--- src/rtl/uart_tx_fsm.sv ---
// ---------------------------------------------------------------------------
// uart_tx_fsm
//
// Frame controller and serializer for the UART transmitter. It accepts a
// parallel word and walks one frame: start bit, DATA_W data bits LSB-first,
// an optional parity bit, and a stop bit. It does not drive the line itself.
// Instead it steers a downstream 4:1 mux whose inputs are
//   i_1 = 0 (start), i_2 = ser_data, i_3 = par_bit, i_4 = 1 (stop/idle).
// Each bit period ends on an external one-cycle baud_tick strobe.
//
// Build option:
//   UART_TX_PARITY_EN  when defined, the PARITY state and the parity
//                      generator are built, and par_en/par_typ are honoured.
//                      When undefined, par_bit is tied 0, par_en/par_typ are
//                      ignored, and DATA always proceeds to STOP.
//
// Parameters:
//   DATA_W      data bits per frame (5..9)
//   CNT_W       width of the bit counter
//
// Ports:
//   clk         system clock, rising edge
//   rst         synchronous, active-high reset
//   baud_tick   one-cycle strobe per bit period
//   data_valid  send request, accepted only while busy=0
//   p_data      parallel data word, captured at accept
//   par_en      1 = append a parity bit (captured at accept)
//   par_typ     0 = even parity, 1 = odd parity (captured at accept)
//   ser_data    current data bit (mux i_2)
//   par_bit     parity bit for the frame (mux i_3)
//   mux_sel     00 start, 01 data, 10 parity, 11 stop/idle
//   busy        high while a frame is in progress
//   done        one-cycle pulse when the stop bit period completes
// ---------------------------------------------------------------------------
module uart_tx_fsm #(
    parameter int DATA_W = 8,
    parameter int CNT_W  = $clog2(DATA_W)
) (
    input  logic              clk,
    input  logic              rst,
    input  logic              baud_tick,
    input  logic              data_valid,
    input  logic [DATA_W-1:0] p_data,
    input  logic              par_en,
    input  logic              par_typ,
    output logic              ser_data,
    output logic              par_bit,
    output logic [1:0]        mux_sel,
    output logic              busy,
    output logic              done
);

    typedef enum logic [2:0] {
        S_IDLE   = 3'd0,
        S_START  = 3'd1,
        S_DATA   = 3'd2,
`ifdef UART_TX_PARITY_EN
        S_PARITY = 3'd3,
`endif
        S_STOP   = 3'd4
    } state_e;

    // Mux select codes for the downstream 4:1 line mux.
    localparam logic [1:0] SEL_START  = 2'b00;
    localparam logic [1:0] SEL_DATA   = 2'b01;
`ifdef UART_TX_PARITY_EN
    localparam logic [1:0] SEL_PARITY = 2'b10;
`endif
    localparam logic [1:0] SEL_IDLE   = 2'b11;

    // Counter value of the final data bit of a frame.
    localparam logic [CNT_W-1:0] LAST_BIT = CNT_W'(DATA_W - 1);

    state_e            state_q, state_d;
    logic [CNT_W-1:0]  cnt_q,   cnt_d;
    logic [DATA_W-1:0] data_q,  data_d;
    logic              ser_q,   ser_d;
    logic [1:0]        sel_q,   sel_d;
    logic              busy_q,  busy_d;
    logic              done_q,  done_d;
    logic [CNT_W-1:0]  cnt_inc;

`ifdef UART_TX_PARITY_EN
    logic              par_q,    par_d;
    logic              par_en_q, par_en_d;
`else
    // Parity controls have no effect in this build; fold them into a
    // deliberately unused net so the ports stay in place.
    logic              unused_par_ctrl;
    assign unused_par_ctrl = par_en ^ par_typ;
`endif

    assign cnt_inc = cnt_q + CNT_W'(1);

    // mux_sel is registered from the next state so the line select changes on
    // the same edge as the state itself (no extra cycle of lag).
    function automatic logic [1:0] sel_of(input state_e s);
        case (s)
            S_START:  sel_of = SEL_START;
            S_DATA:   sel_of = SEL_DATA;
`ifdef UART_TX_PARITY_EN
            S_PARITY: sel_of = SEL_PARITY;
`endif
            default:  sel_of = SEL_IDLE;
        endcase
    endfunction

    // -----------------------------------------------------------------------
    // Next-state and output logic
    // -----------------------------------------------------------------------
    always_comb begin
        // NOTE: every variable assigned here gets a default first (hold), so
        // no path through the case leaves one unassigned and infers a latch.
        state_d  = state_q;
        cnt_d    = cnt_q;
        data_d   = data_q;
        ser_d    = ser_q;
        busy_d   = busy_q;
        done_d   = 1'b0;
`ifdef UART_TX_PARITY_EN
        par_d    = par_q;
        par_en_d = par_en_q;
`endif

        case (state_q)
            S_IDLE: begin
                // Accept does not wait for baud_tick; a tick on this same
                // edge is simply not seen by START.
                if (data_valid && !busy_q) begin
                    state_d  = S_START;
                    data_d   = p_data;
                    busy_d   = 1'b1;
`ifdef UART_TX_PARITY_EN
                    par_d    = (^p_data) ^ par_typ;
                    par_en_d = par_en;
`endif
                end
            end

            S_START: begin
                if (baud_tick) begin
                    state_d = S_DATA;
                    cnt_d   = '0;
                    ser_d   = data_q[0];
                end
            end

            S_DATA: begin
                if (baud_tick) begin
                    if (cnt_q < LAST_BIT) begin
                        cnt_d = cnt_inc;
                        ser_d = data_q[cnt_inc];
                    end else begin
`ifdef UART_TX_PARITY_EN
                        state_d = par_en_q ? S_PARITY : S_STOP;
`else
                        state_d = S_STOP;
`endif
                    end
                end
            end

`ifdef UART_TX_PARITY_EN
            S_PARITY: begin
                if (baud_tick) begin
                    state_d = S_STOP;
                end
            end
`endif

            S_STOP: begin
                if (baud_tick) begin
                    state_d = S_IDLE;
                    busy_d  = 1'b0;
                    done_d  = 1'b1;
                end
            end

            default: begin
                state_d = S_IDLE;
                busy_d  = 1'b0;
            end
        endcase

        sel_d = sel_of(state_d);
    end

    // -----------------------------------------------------------------------
    // State registers
    // -----------------------------------------------------------------------
    always_ff @(posedge clk) begin
        if (rst) begin
            state_q  <= S_IDLE;
            cnt_q    <= '0;
            // NOTE: the data word is cleared on reset too, so nothing from an
            // aborted frame can leak onto ser_data before the next accept.
            data_q   <= '0;
            ser_q    <= 1'b0;
            sel_q    <= SEL_IDLE;
            busy_q   <= 1'b0;
            done_q   <= 1'b0;
`ifdef UART_TX_PARITY_EN
            par_q    <= 1'b0;
            par_en_q <= 1'b0;
`endif
        end else begin
            // NOTE: non-blocking assignments here, so every register samples
            // the pre-edge values computed by the combinational block.
            state_q  <= state_d;
            cnt_q    <= cnt_d;
            data_q   <= data_d;
            ser_q    <= ser_d;
            sel_q    <= sel_d;
            busy_q   <= busy_d;
            done_q   <= done_d;
`ifdef UART_TX_PARITY_EN
            par_q    <= par_d;
            par_en_q <= par_en_d;
`endif
        end
    end

    assign ser_data = ser_q;
    assign mux_sel  = sel_q;
    assign busy     = busy_q;
    assign done     = done_q;
`ifdef UART_TX_PARITY_EN
    assign par_bit  = par_q;
`else
    assign par_bit  = 1'b0;
`endif

endmodule

--- config.mk ---
export PLATFORM = sky130hd
export DESIGN_NAME = uart_tx_fsm
export DESIGN_NICKNAME = d
export VERILOG_FILES = /design/src/rtl/uart_tx_fsm.sv
export SDC_FILE = /design/constraint.sdc
export NUM_CORES = 1
export LEC_CHECK = 0
export ABC_CLOCK_PERIOD_IN_PS = 2100
export BUFFER_PORTS_ARGS = -buffer_cell sky130_fd_sc_hd__buf_2
export CELL_PAD_IN_SITES_DETAIL_PLACEMENT = 1
export CELL_PAD_IN_SITES_GLOBAL_PLACEMENT = 1
export CORE_MARGIN = 2
export CORE_UTILIZATION = 39
export DETAILED_ROUTE_END_ITERATION = 16
export PLACE_DENSITY = 0.83
export SLEW_MARGIN = 20
export SYNTH_ARGS = -nofsm -noshare
export SYNTH_HDL_FRONTEND = slang
export SYNTH_SLANG_ARGS = --single-unit
--- constraint.sdc ---
create_clock -name clk -period 2.1 [get_ports clk]
set_clock_uncertainty 0.15 [all_clocks]
set_input_delay 0.42 -clock clk [delete_from_list [all_inputs] [get_ports clk]]
set_output_delay 0.42 -clock clk [all_outputs]
set_load 0.005 [all_outputs]
==> flow_summary.ini <==
[pwr]
p_comb_frac = 0.158
power.share.clock = 0.271
seq_power_share = 0.571
vdd_drop_max_v = 0.000317
power.switching_w = 0.000192
switching_share = 0.274
power_density_nw_per_um2 = 689
power_leakage_nw = 0.422
p_int_w = 0.000510

[synth]
synthFlopType = dfxtp_1
synth_enable_flop_cells = 0
ys_seq_elements = 19
synth_top_cell_by_area = dfxtp_1
synthDistinctLibCells = 37
syn_area_per_cell_um2 = 9.83
synthArstFlopShare = 0
synth.area.top_cells = dfxtp_1, mux2i_1, nor2_1, mux4_1, nor3b_2
synth.most_common_cell = dfxtp_1
netlist.area_leader.share = 0.420
yosysWarningCount = 0
syn_nets = 107
seq_area_frac_synth = 0.420
netlist_area_um2 = 905
syn_inst = 92
synth_common_cells = dfxtp_1, nor2_1, mux2i_1

[sta]
period_share = 0.858
period_needed_ns = 1.80
finalSetupViolCount = 0
worst_slack_ns = 0.299
finalMaxSlewViolations = 0
setup_tns_ns = 0
worst_pin_slew_ns = 0.545
relSlewSlack = 0.637
rsz0062_at_grt = false
final_hold_viol_count = 0
fmax_mhz = 555

[global_route]
grt_overflow_total = 0
grt_pass1_vias = 690
grt_use_total = 0.175
grt_max_degree = 19
antenna_found_initial = 0
grt_pass1_wl_um = 3330

[placed_design]
port_buffers = 16
gp_congestion = 0.776
hpwlAfterDp_um = 1540
place_worst_setup_slack_ns = 0.290

[worst_hold_path]
min_from = p_data[5]
worstHoldPathType = primary input to flip-flop

[clocking]
cts_resized = 0
ctsHoldBuffers = 0
cts_buffer_depth = 2
clk_pin_slew_worst_paths_ns = 0.12
cts_tree = yes
cts_root_buf = clkbuf_4
ctsHtreeMaxLevel = 1
clkLatencyLatePin_ns = 0.30
cts-buffers-inserted = 3
cts_setup_buffers = 0
clock_sinks = 19

[critical_path]
worstPathMaxFanout = 4
cp-start-kind = flip-flop
worstSetupEndpointType = flip-flop
worstPathArrival_ns = 1.84
critPathKind = flip-flop to flip-flop
r2r_start = cnt_q[0]
crit_required_ns = 2.14
startpoint = cnt_q[0]

[floorplanning]
core_um2 = 2210
dieWidth_um = 52.2
std_cell_rows = 17
dieArea_um2 = 2720
dieHeight_um = 52.2
start_util = 0.409
io_pins = 20

[finish]
finalNetCount = 123
drive_gt1_frac = 0.280
num_antenna_cells = 0
area.growth.synth_to_final_pct = 12.6
filler_cell_count = 277

[routing]
wl_met1_um = 871
drt_first_pass_iters = 4
drtAntennaViolNets = 0
drtIter0Drc = 6
wl_met2_um = 1050
wl_um = 2020
top_layer = met4
wire_per_inst_um = 15.0
vias = 712
viasPerCell = 5.27
route.detailed.drc = 0
routed-wl-met3_um = 53

[run_status]
outcome = complete, no violations

[run]
cap_violations = 0
## power by group through the flow
| stage | clock network, W | registers (W) | logic, W |
|---|---|---|---|
| finish | 0.000190 | 0.000401 | 0.000111 |
| global route | 0.000218 | 0.000405 | 0.000123 |
| CTS | 0.000196 | 0.000401 | 0.000112 |
| detailed placement | 0 | 0.000410 | 0.000112 |
| global placement | 0 | 0.000407 | 0.000105 |
| floorplan | 0 | 0.000403 | 0.0000857 |
## cells by family (layout without fill, tap and decap cells)
family                     count (synthesis)  in the layout  synth area share
buffers and inverters                      9             24            0.0525
xor gates and xnor gates                   1              1           0.00968
adders and majority gates                  1              1            0.0138
AOI/OAI and AO/OA                         18             18             0.148
DFF                                       19             19             0.420
and+or+nand+nor                           33             33             0.209
muxes                                     10             10             0.142
other                                      1              1           0.00415
## path summary, 6_finish.rpt
kind          endpoint  slack (ns)  cells after the start
max           ser_data        0.30                      5
min          data_q[5]        0.20                      3
max reg2reg   ser_data        0.30                      5
min reg2reg  data_q[6]        0.36                      2
## cell usage in the layout (no fill, tap or decap), types with 2 or more instances in the layout
| master | instances |
|---|---|
| nor2b_1 | 3 |
| nor3_1 | 4 |
| a31oi_1 | 2 |
| and2_1 | 2 |
| o21ai_0 | 3 |
| nor4_1 | 2 |
| nor3b_2 | 2 |
| inv_1 | 3 |
| nor2_1 | 12 |
| clkbuf_4 | 3 |
| buf_2 | 16 |
| a21oi_1 | 4 |
| nand2_1 | 2 |
| mux2i_1 | 8 |
| dfxtp_1 | 19 |
## routing by layer
metal  track usage  up-vias
met1         0.203      343
met3        0.0345        4
met4        0.0897        0
met2         0.302       13
met5             0        -
li1              -      352
## worst max-delay path, stage by stage, from the launching register on
cell and delay [ns]:
dfxtp_1 0.44, ha_1 0.31, mux4_2 0.29, and3_1 0.19, a221oi_2 0.22, a211oi_2 0.10
## final cells by class
class | count | area [um2] | area share
Clock buffer | 3 | 22.5 | 0.0221
Clock inverter | 1 | 5.00 | 0.00491
Inverter | 3 | 11.3 | 0.0111
Multi-Input combinational cell | 64 | 477 | 0.468
Sequential cell | 19 | 380 | 0.373
Tap cell | 28 | 35.0 | 0.0344
Timing Repair Buffer | 17 | 87.6 | 0.0860
## stage by stage
stage          std cells  instance area (um2)   util  hold slack, ns  total power (W)
2_1_floorplan         92                  905      -           0.301         0.000488
3_3_place_gp         131                  991  0.448           0.315         0.000512
3_5_place_dp         131                  991  0.448           0.335         0.000522
4_1_cts              135                 1020  0.460           0.194         0.000709
5_1_grt              135                 1020  0.460           0.214         0.000746
6_report             135                 1020  0.460           0.200         0.000702
## flip-flops by register name, indices dropped and copies added, names as in the netlist
| signal | count |
|---|---|
| busy | 1 |
| cnt_q | 3 |
| data_q | 8 |
| done | 1 |
| mux_sel | 2 |
| ser_data | 1 |
| state_q | 3 |
(Power assumes the default switching activity.)
